## config.mk

```make
export PLATFORM = sky130hd
export DESIGN_NAME = alu_cmd_feeder_flat
export DESIGN_NICKNAME = d
export VERILOG_FILES = /design/src/rtl/alu_pkg.sv /design/src/rtl/alu_cmd_feeder_if.sv /design/src/rtl/alu_cmd_fifo.sv /design/src/rtl/alu_cmd_feeder.sv /design/src/flat_wrapper.sv
export SDC_FILE = /design/constraint.sdc
export NUM_CORES = 1
export LEC_CHECK = 0
export BUFFER_PORTS_ARGS = -buffer_cell sky130_fd_sc_hd__buf_2
export CAP_MARGIN = 20
export CORE_MARGIN = 2
export CORE_UTILIZATION = 64
export CTS_BUF_LIST = sky130_fd_sc_hd__clkbuf_8
export DETAILED_ROUTE_END_ITERATION = 6
export PLACE_DENSITY = 0.95
export SLEW_MARGIN = 20
export SYNTH_ARGS = -nofsm -noshare
export SYNTH_HDL_FRONTEND = slang
export SYNTH_SLANG_ARGS = --single-unit
```

## constraint.sdc

```tcl
create_clock -name i_clk -period 5.76 [get_ports i_clk]
set_clock_uncertainty 0.15 [all_clocks]
set_input_delay 1.44 -clock i_clk [delete_from_list [all_inputs] [get_ports i_clk]]
set_output_delay 1.44 -clock i_clk [all_outputs]
set_load 0.05 [all_outputs]
```

## src/rtl/alu_pkg.sv

```systemverilog
// alu_pkg: shared widths, opcodes and command type for the fixed-point ALU
// and its command feeder.
package alu_pkg;
    localparam int DATA_W = 16;
    localparam int FRAC_W = 10;
    localparam int INST_W = 4;

    localparam logic [INST_W-1:0] OP_ADD  = 4'd0;
    localparam logic [INST_W-1:0] OP_SUB  = 4'd1;
    localparam logic [INST_W-1:0] OP_MUL  = 4'd2;
    localparam logic [INST_W-1:0] OP_MAC  = 4'd3;
    localparam logic [INST_W-1:0] OP_GELU = 4'd4;
    localparam logic [INST_W-1:0] BUBBLE_INST = OP_ADD;

    typedef struct packed {
        logic [DATA_W-1:0] a;
        logic [DATA_W-1:0] b;
        logic [INST_W-1:0] inst;
    } alu_cmd_t;
endpackage

```

## src/rtl/alu_cmd_feeder_if.sv

```systemverilog
// alu_cmd_feeder_if: command stream, ALU issue/status and result signals of
// the feeder; slave is the feeder side, master the surrounding logic.
interface alu_cmd_feeder_if #(
    parameter int DATA_W = alu_pkg::DATA_W,
    parameter int INST_W = alu_pkg::INST_W
);
    logic              i_cmd_valid;
    logic              o_cmd_ready;
    logic [DATA_W-1:0] i_cmd_a;
    logic [DATA_W-1:0] i_cmd_b;
    logic [INST_W-1:0] i_cmd_inst;
    logic [DATA_W-1:0] o_alu_a;
    logic [DATA_W-1:0] o_alu_b;
    logic [INST_W-1:0] o_alu_inst;
    logic              i_alu_busy;
    logic              i_alu_valid;
    logic [DATA_W-1:0] i_alu_data;
    logic              o_res_valid;
    logic [DATA_W-1:0] o_res_data;
    logic [INST_W-1:0] o_res_inst;
    logic [7:0]        o_bubble_cnt;

    modport master (
        output i_cmd_valid, i_cmd_a, i_cmd_b, i_cmd_inst, i_alu_busy, i_alu_valid, i_alu_data,
        input  o_cmd_ready, o_alu_a, o_alu_b, o_alu_inst, o_res_valid, o_res_data, o_res_inst,
               o_bubble_cnt
    );
    modport slave (
        input  i_cmd_valid, i_cmd_a, i_cmd_b, i_cmd_inst, i_alu_busy, i_alu_valid, i_alu_data,
        output o_cmd_ready, o_alu_a, o_alu_b, o_alu_inst, o_res_valid, o_res_data, o_res_inst,
               o_bubble_cnt
    );
endinterface

```

## src/rtl/alu_cmd_fifo.sv

```systemverilog
// alu_cmd_fifo: synchronous FIFO with registered occupancy; push is ignored
// when full, pop when empty.
module alu_cmd_fifo #(
    parameter int W     = 36,
    parameter int DEPTH = 4
) (
    input  logic         i_clk,
    input  logic         i_rst_n,
    input  logic         push,
    input  logic         pop,
    input  logic [W-1:0] din,
    output logic [W-1:0] head,
    output logic         full,
    output logic         empty
);
    localparam int AW = $clog2(DEPTH);

    logic [W-1:0]  mem [DEPTH];
    logic [AW-1:0] wr_ptr;
    logic [AW-1:0] rd_ptr;
    logic [AW:0]   count;
    logic          do_push;
    logic          do_pop;

    assign do_push = push && !full;
    assign do_pop  = pop && !empty;
    assign full    = count == (AW+1)'(DEPTH);
    assign empty   = count == '0;
    assign head    = mem[rd_ptr];

    always_ff @(posedge i_clk)
        if (do_push) mem[wr_ptr] <= din;

    always_ff @(posedge i_clk or negedge i_rst_n)
        if (!i_rst_n) begin
            wr_ptr <= '0;
            rd_ptr <= '0;
            count  <= '0;
        end else begin
            if (do_push) wr_ptr <= wr_ptr + 1'b1;
            if (do_pop) rd_ptr <= rd_ptr + 1'b1;
            count <= count + (AW+1)'(do_push) - (AW+1)'(do_pop);
        end
endmodule

```

## src/rtl/alu_cmd_feeder.sv

```systemverilog
// alu_cmd_feeder: buffers ALU commands, issues one per ALU busy-low slot and
// fills empty slots with an accumulator-preserving ADD bubble.
module alu_cmd_feeder #(
    parameter int DATA_W = alu_pkg::DATA_W,
    parameter int INST_W = alu_pkg::INST_W,
    parameter int DEPTH  = 4
) (
    input logic             i_clk,
    input logic             i_rst_n,
    alu_cmd_feeder_if.slave bus
);
    import alu_pkg::*;

    typedef struct packed {
        logic [DATA_W-1:0] a;
        logic [DATA_W-1:0] b;
        logic [INST_W-1:0] inst;
    } cmd_t;

    cmd_t              head;
    logic              full;
    logic              empty;
    logic              issue;
    logic              issued;
    logic [INST_W-1:0] fl_inst;
    logic [DATA_W-1:0] last_data;

    assign issue           = !bus.i_alu_busy;
    assign bus.o_cmd_ready = !full;

    alu_cmd_fifo #(.W($bits(cmd_t)), .DEPTH(DEPTH)) u_fifo (
        .i_clk   (i_clk),
        .i_rst_n (i_rst_n),
        .push    (bus.i_cmd_valid),
        .pop     (issue),
        .din     ({bus.i_cmd_a, bus.i_cmd_b, bus.i_cmd_inst}),
        .head    (head),
        .full    (full),
        .empty   (empty)
    );

    always_ff @(posedge i_clk or negedge i_rst_n)
        if (!i_rst_n) begin
            bus.o_alu_a      <= '0;
            bus.o_alu_b      <= '0;
            bus.o_alu_inst   <= '0;
            bus.o_res_valid  <= 1'b0;
            bus.o_res_data   <= '0;
            bus.o_res_inst   <= '0;
            bus.o_bubble_cnt <= '0;
            issued           <= 1'b0;
            fl_inst          <= '0;
            last_data        <= '0;
        end else begin
            bus.o_res_valid <= 1'b0;
            if (bus.i_alu_valid) begin
                last_data <= bus.i_alu_data;
                issued    <= 1'b0;
                if (issued) begin
                    bus.o_res_valid <= 1'b1;
                    bus.o_res_data  <= bus.i_alu_data;
                    bus.o_res_inst  <= fl_inst;
                end
            end
            // A bubble adds zero to the last result, leaving the MAC accumulator untouched
            if (issue) begin
                bus.o_alu_a    <= empty ? last_data : head.a;
                bus.o_alu_b    <= empty ? '0 : head.b;
                bus.o_alu_inst <= empty ? INST_W'(BUBBLE_INST) : head.inst;
                issued         <= !empty;
                if (!empty) fl_inst <= head.inst;
                if (empty && bus.o_bubble_cnt != 8'hFF) bus.o_bubble_cnt <= bus.o_bubble_cnt + 1'b1;
            end
        end
endmodule

```

## src/flat_wrapper.sv

```systemverilog
// flat-port wrapper written by rule: the top's interface ports become plain ports
module alu_cmd_feeder_flat import alu_pkg::*;
#(
    parameter int DATA_W = alu_pkg::DATA_W,
    parameter int INST_W = alu_pkg::INST_W,
    parameter int DEPTH  = 4
)
  (i_clk, i_rst_n, bus_i_cmd_valid, bus_i_cmd_a, bus_i_cmd_b, bus_i_cmd_inst, bus_i_alu_busy, bus_i_alu_valid, bus_i_alu_data, bus_o_cmd_ready, bus_o_alu_a, bus_o_alu_b, bus_o_alu_inst, bus_o_res_valid, bus_o_res_data, bus_o_res_inst, bus_o_bubble_cnt);
  alu_cmd_feeder_if #(.DATA_W(DATA_W), .INST_W(INST_W)) bus_i ();
  input logic i_clk;
  input logic i_rst_n;
  input wire logic [$bits(bus_i.i_cmd_valid)-1:0] bus_i_cmd_valid;
  input wire logic [$bits(bus_i.i_cmd_a)-1:0] bus_i_cmd_a;
  input wire logic [$bits(bus_i.i_cmd_b)-1:0] bus_i_cmd_b;
  input wire logic [$bits(bus_i.i_cmd_inst)-1:0] bus_i_cmd_inst;
  input wire logic [$bits(bus_i.i_alu_busy)-1:0] bus_i_alu_busy;
  input wire logic [$bits(bus_i.i_alu_valid)-1:0] bus_i_alu_valid;
  input wire logic [$bits(bus_i.i_alu_data)-1:0] bus_i_alu_data;
  output wire logic [$bits(bus_i.o_cmd_ready)-1:0] bus_o_cmd_ready;
  output wire logic [$bits(bus_i.o_alu_a)-1:0] bus_o_alu_a;
  output wire logic [$bits(bus_i.o_alu_b)-1:0] bus_o_alu_b;
  output wire logic [$bits(bus_i.o_alu_inst)-1:0] bus_o_alu_inst;
  output wire logic [$bits(bus_i.o_res_valid)-1:0] bus_o_res_valid;
  output wire logic [$bits(bus_i.o_res_data)-1:0] bus_o_res_data;
  output wire logic [$bits(bus_i.o_res_inst)-1:0] bus_o_res_inst;
  output wire logic [$bits(bus_i.o_bubble_cnt)-1:0] bus_o_bubble_cnt;
  assign bus_i.i_cmd_valid = bus_i_cmd_valid;
  assign bus_i.i_cmd_a = bus_i_cmd_a;
  assign bus_i.i_cmd_b = bus_i_cmd_b;
  assign bus_i.i_cmd_inst = bus_i_cmd_inst;
  assign bus_i.i_alu_busy = bus_i_alu_busy;
  assign bus_i.i_alu_valid = bus_i_alu_valid;
  assign bus_i.i_alu_data = bus_i_alu_data;
  assign bus_o_cmd_ready = bus_i.o_cmd_ready;
  assign bus_o_alu_a = bus_i.o_alu_a;
  assign bus_o_alu_b = bus_i.o_alu_b;
  assign bus_o_alu_inst = bus_i.o_alu_inst;
  assign bus_o_res_valid = bus_i.o_res_valid;
  assign bus_o_res_data = bus_i.o_res_data;
  assign bus_o_res_inst = bus_i.o_res_inst;
  assign bus_o_bubble_cnt = bus_i.o_bubble_cnt;
  alu_cmd_feeder #(.DATA_W(DATA_W), .INST_W(INST_W), .DEPTH(DEPTH)) u_core (.i_clk(i_clk), .i_rst_n(i_rst_n), .bus(bus_i));
endmodule
```

## Word level (Yosys, flattened, before mapping)

Memories as Yosys holds them, arrays and structs flattened.
Cells that the tools add are included.

| cells by class | value |
|---|---|
| equality and inequality tests | 3 |
| reduce and logical (&&, ||, !) cells | 10 |
| magnitude comparators | 0 |
| muxes and demuxes | 9 |
| $add $sub $neg | 5 |
| bitwise operators | 2 |
| multipliers | 0 |
| shift operators | 0 |
| divide/modulo/power cells | 0 |

Operators with widths:

| cell | count |
|---|---|
| 16-bit 2-to-1 mux | 2 |
| 8-bit by 1-bit adder with 8-bit output, second input constant | 1 |
| 8-bit != test, second input constant | 1 |
| 1-bit 2-to-1 mux | 6 |
| 2-bit AND reduction | 3 |
| 2-bit by 1-bit adder with 2-bit output, second input constant | 2 |
| 4-bit 2-to-1 mux | 1 |
| 3-bit by 1-bit adder with 3-bit output | 1 |
| 3-bit equality test, second input constant | 1 |
| 1-bit logical AND | 3 |
| 1-bit logical NOT | 3 |
| 3-bit logical NOT | 1 |
| 3-bit by 1-bit subtractor with 3-bit output | 1 |
| 2-bit by 1-bit != test with 1-bit output, second input constant | 1 |
| 1-bit inverter | 2 |

| word-level totals | value |
|---|---|
| input port bits | 57 |
| latch bits | 0 |
| memories kept | 1 |
| memory bits (writable) | 144 |
| word-level logic and storage cells | 43 |
| bits in read-only memories | 0 |
| flip-flop bits (word level) | 93 |
| output and inout bits | 66 |

Memory list:

| name | depth | bits a word | rd ports | clocked after Yosys merged registers in | wr ports | RTL line | text |
|---|---|---|---|---|---|---|---|
| u_core.u_fifo.mem | 4 | 36 | 1 | 0 | 1 | alu_cmd_fifo.sv:18 | `logic [W-1:0] mem [DEPTH];` |

## Logic depth before layout (Yosys ltp)

| depth | value |
|---|---|
| depth in word-level cells | 5 |
| mapped depth | 12 |
| mapped depth without buffers | 10 |

## By module

From an unflattened synthesis, not the netlist that was laid out.

| unflattened totals | value |
|---|---|
| cells, all modules | 503 |
| area total of the unflattened synthesis | 9140.0 µm² |

Modules (own cells, without submodules):

| module | times used | area each (µm²) | cells an instance | sequential area each (µm²) |
|---|---|---|---|---|
| alu_cmd_fifo | 1 | 5676.7 | 229 | 4499.3 |
| alu_cmd_feeder | 1 | 3463.3 | 274 | 2152.1 |

## Worst setup path after synthesis

OpenSTA, ideal clock, no wires.

| path | value |
|---|---|
| kind | input to register |
| start point | input port bus_i_alu_busy |
| end point | register u_core.u_fifo.count[2] |
| path buffers | 3 |
| arrival | 3.257 ns |
| path slack | 2.225 ns |
| library setup time | 0.128 ns |
| stages on the path | 12 |
| required time | 5.482 ns |
| cell sequence | buf_2 > or2_1 > buf_2 > inv_2 > buf_4 > ha_1 > inv_1 > ha_1 > inv_1 > fa_1 > xnor2_1 > xnor2_1 |

| between the ends | value |
|---|---|
| word-level cells in the longest chain between the ends | 3 |

Ends and longest elaborated chain:

| element | RTL line | text |
|---|---|---|
| start, declared | flat_wrapper.sv:16 | `input wire logic [$bits(bus_i.i_alu_busy)-1:0] bus_i_alu_busy;` |
| 1-bit logical NOT | alu_cmd_feeder.sv:28 | `assign issue = !bus.i_alu_busy;` |
| 1-bit logical AND | alu_cmd_fifo.sv:26 | `assign do_pop = pop && !empty;` |
| net u_core.u_fifo.do_pop | alu_cmd_fifo.sv:23 | `logic do_pop;` |
| 3-bit by 1-bit subtractor with 3-bit output | alu_cmd_fifo.sv:42 | `count <= count + (AW+1)'(do_push) - (AW+1)'(do_pop);` |
| end signal, assigned | alu_cmd_fifo.sv:42 |  |
| end, declared | alu_cmd_fifo.sv:21 | `logic [AW:0] count;` |

The timed path passes the listed nets, and every way through them passes these cells.
A chain may end at the register's enable or synchronous reset.

## Worst setup path in the final report

| path | value |
|---|---|
| start point | input port bus_i_alu_busy |
| end point | register u_core.u_fifo.count[2] |

| between the ends | value |
|---|---|
| word-level cells in the longest chain between the ends | 3 |

Ends and longest elaborated chain:

| element | RTL line |
|---|---|
| 1-bit logical NOT | alu_cmd_feeder.sv:28 |
| 1-bit logical AND | alu_cmd_fifo.sv:26 |
| 3-bit by 1-bit subtractor with 3-bit output | alu_cmd_fifo.sv:42 |

No other way between the ends.

==> Implementation_results.wiki <==
{| class="wikitable"
! Metric !! Value
|-
| Status || completed
|-
| Flops & latches, synth || 237
|-
| Hold worst-path end || u_core.fl_inst[2]
|-
| Die Outline Area || 0.0150 sq mm
|-
| Slew at the pin closest to its max-slew limit || 998 ps
|-
| Seq/Total Area, Yosys || 74.0%
|-
| Adder-cell share of the synthesized area || 1.20%
|-
| FF-to-FF Start || u_core.u_fifo.count[1]
|-
| Dominant combinational cell family by area after synthesis || multiplexers
|-
| Final setup TNS || 0 ps
|-
| Die width || 122 um
|-
| Worst hold stages || 1
|-
| Top-level I/O count || 123
|-
| Number of rows in the core area || 43
|-
| Total Power || 5870 uW
|-
| # fillers || 761
|-
| Final worst-path cycle share || 60.7%
|-
| Count of placed standard cells including taps || 737
|-
| Number of antenna violations at the first check in global routing || 1
|-
| Area growth from synthesis to layout || 16.3%
|-
| CTS Buf Count || 37
|-
| Die height || 122 um
|-
| Cell internal power dissipation || 3700 uW
|-
| # Post-CTS Setup Buffers || 0
|-
| Number of iterations in the first detailed-routing pass || 5
|-
| Hold violation total from the final report || 0
|-
| Final HPWL DP || 10500 um
|-
| Yosys cell types || 37
|-
| Most repeated cell in the gate-level netlist after synthesis || edfxtp_1
|-
| Mux share of post-synthesis cell area || 14.2%
|-
| Final Max Tran Viols || 0
|-
| Net switching share of the total power || 37.0%
|-
| Slowest cell on the critical path || inv_2
|-
| Worst flop-to-flop path endpoint || u_core.u_fifo.count[2]
|-
| P per Cell Area || 562 mW/mm^2
|-
| HP Start || u_core.fl_inst[2]
|-
| Hold_ws || 327 ps
|-
| Area of the mapped netlist || 0.00898 sq mm
|-
| Area share of the largest cell type after synthesis || 48.1%
|-
| Required time worst endpoint || 6000 ps
|-
| Fraction of the mapped netlist area in compound gates || 5.52%
|-
| Critical path, cell by cell || buf_2, or2_1, inv_2, ha_1, inv_1, ha_1, inv_1, fa_1, xnor2_1, xnor2_1
|-
| Post-synth EDFFs || 144
|-
| First-pass GRT wire length || 27300 um
|-
| Ranking of synthesized cells by area || edfxtp_1, dfrtp_1, mux4_2
|-
| Non-filler instance count after layout || 806
|-
| Clock network latency to the later pin of the worst-skew pair || 530 ps
|-
| Critical path fanouts, max || 33
|-
| Vias in the first global route || 5218
|-
| Maximum number of buffers from clock root to sink || 3
|-
| Share of total power in the clock network || 22.7%
|-
| Via-per-instance ratio || 6.01
|-
| Post-route DRC || 0
|-
| FF+latch area || 0.00665 sq mm
|-
| FF-to-FF path depth || 10
|-
| Post-synth top cells || edfxtp_1, dfrtp_1, mux2_2
|-
| Critical path arrival || 3730 ps
|-
| Clock input transition at the sequential cells of the worst setup and hold paths || 60 ps
|-
| Slew margin rel. || 33.5%
|-
| Type of element launching the critical path || input pin
|-
| Residual antenna-violating net count after detailed routing || 0
|-
| Family with the most delay on the worst path || adder cells
|-
| Async set or reset register ratio after synthesis || 39.2%
|-
| CP endpoint kind || flop
|-
| Final routed wire length divided by cell count || 21.6 um
|-
| Pin count of the biggest net entering global routing || 52
|-
| Htree depth || 2
|-
| Average instance area after synthesis || 19.8 sq um
|-
| Post-synthesis share of cell area spent on xor and xnor gates || 0.780%
|-
| Cells resized by post-CTS repair || 0
|-
| Class of the tightest hold or removal check || reg2reg
|-
| Maximum clock frequency || 286 MHz
|-
| Net load switching power || 2170 uW
|-
| Hold_buf cts || 0
|-
| Net count after synthesis || 519
|-
| Fin util || 75.9%
|-
| Most used flip-flop cell after synthesis || edfxtp_1
|-
| Fraction of layout instances using a drive strength above 1 || 42.1%
|-
| Initial Util || 65.2%
|-
| Number of warnings issued by yosys || 0
|-
| Largest area contributor in the netlist || edfxtp_1
|-
| LEAKAGE || 0.00431 uW
|-
| Overall overflow remaining after global route || 0
|-
| Total GRT Usage || 24.7%
|-
| Core region area || 0.0138 sq mm
|-
| Root buffer cell || clkbuf_8
|-
| Total number of vias || 4844
|-
| Input/output buffers || 122
|-
| Register-to-register setup slack || 2620 ps
|-
| CP peak stage delay || 560 ps
|-
| Shortest period the worst path allows || 3490 ps
|-
| Number of nets in the finished design || 661
|-
| Setup repair after global routing missed its margin || false
|-
| Type of the setup path with the least slack || in2reg
|-
| Reported max-cap violation count || 0
|-
| Routability-driven placement congestion ratio || 0.759
|-
| Critical path buffers and inverters || 4
|-
| Drt first-iter violations || 375
|-
| Routed wire length || 17400 um
|-
| Footprint of the multi-input gates || 0.00218 sq mm
|-
| IR drop worst, VDD || 0.000363 V
|-
| Part of the power in registers || 44.2%
|-
| Number of cells produced by synthesis || 454
|-
| Count of clock tree sinks || 237
|-
| CTS tree || built
|-
| Final setup violation count || 0
|-
| Fraction of the mapped netlist area in simple logic gates || 2.59%
|-
| Logic gate share of total power || 33.1%
|}
state kept, by name, indices dropped and copies added, names as in the netlist, 2 cells and up:
register / cells
u_core.u_fifo.mem: 144
u_core.bus.o_alu_a: 16
u_core.bus.o_alu_b: 16
u_core.bus.o_res_data: 16
u_core.last_data: 16
u_core.bus.o_bubble_cnt: 8
u_core.bus.o_alu_inst: 4
u_core.bus.o_res_inst: 4
u_core.fl_inst: 4
u_core.u_fifo.count: 3
u_core.u_fifo.rd_ptr: 2
u_core.u_fifo.wr_ptr: 2
cells by family (layout without fill, tap and decap cells):
logic type	count (synthesis)	after routing
compound gates	61	61
xor+xnor	8	8
fa+ha+maj	8	8
buf+inv	31	202
flops	237	237
mux	77	77
other cells	0	1
simple gates	32	32
placed cells by master (no fill, tap or decap), drive strengths merged, types with 3 or more instances in the layout:
cell      n
xnor2     7
clkbuf   42
ha        7
mux2     41
edfxtp  144
mux4     36
a21o     24
nand3     4
clkinv   12
a22o     32
nor3b     5
dfrtp    93
and3      6
buf     126
inv      20
nand4     3
nand2     4
layer usage:
metal	share of wire, %	GRT usage (%)
met4	2.3	11.5
met2	51	39.5
met1	39	32.5
met3	7.7	6.23
met5	0	0
worst max path at each step:
stage          slack, ps  cells past startpoint                endpoint           start
6_report            2270                     10  u_core.u_fifo.count[2]  bus_i_alu_busy
3_3_place_gp        1880                     10  u_core.u_fifo.count[2]  bus_i_alu_busy
2_1_floorplan       2230                     12  u_core.u_fifo.count[2]  bus_i_alu_busy
3_5_place_dp        1730                     10  u_core.u_fifo.count[2]  bus_i_alu_busy
4_1_cts             2280                     10  u_core.u_fifo.count[2]  bus_i_alu_busy
5_1_grt             2170                     10  u_core.u_fifo.count[2]  bus_i_alu_busy
layout make-up:
class / instances / share of cell area, %
Inverter: 8 / 0.287
Clock inverter: 26 / 1.28
Timing Repair Buffer: 126 / 6.15
Antenna cell: 1 / 0.0239
Tap cell: 180 / 2.16
Multi-Input combinational cell: 186 / 20.9
Clock buffer: 42 / 5.53
Sequential cell: 237 / 63.7
metrics by stage:
stage / setup WS (ps) / instance area [sq um]
after global routing: 2170 / 10400
after CTS: 2280 / 10400
after floorplan: 2230 / 8980
final: 2270 / 10400
after detailed placement: 1730 / 9730
after global placement: 1880 / 9730
power groups by stage:
stage | Sequential, uW | Combinational [uW] | Clock [uW]
after floorplan | 3140 | 908 | 0
after global placement | 2590 | 1890 | 0
after detailed placement | 2620 | 1950 | 0
after CTS | 2600 | 1960 | 1360
after global routing | 2640 | 2060 | 1430
final | 2600 | 1940 | 1330
No activity file was read; power rests on OpenSTA's default activity.
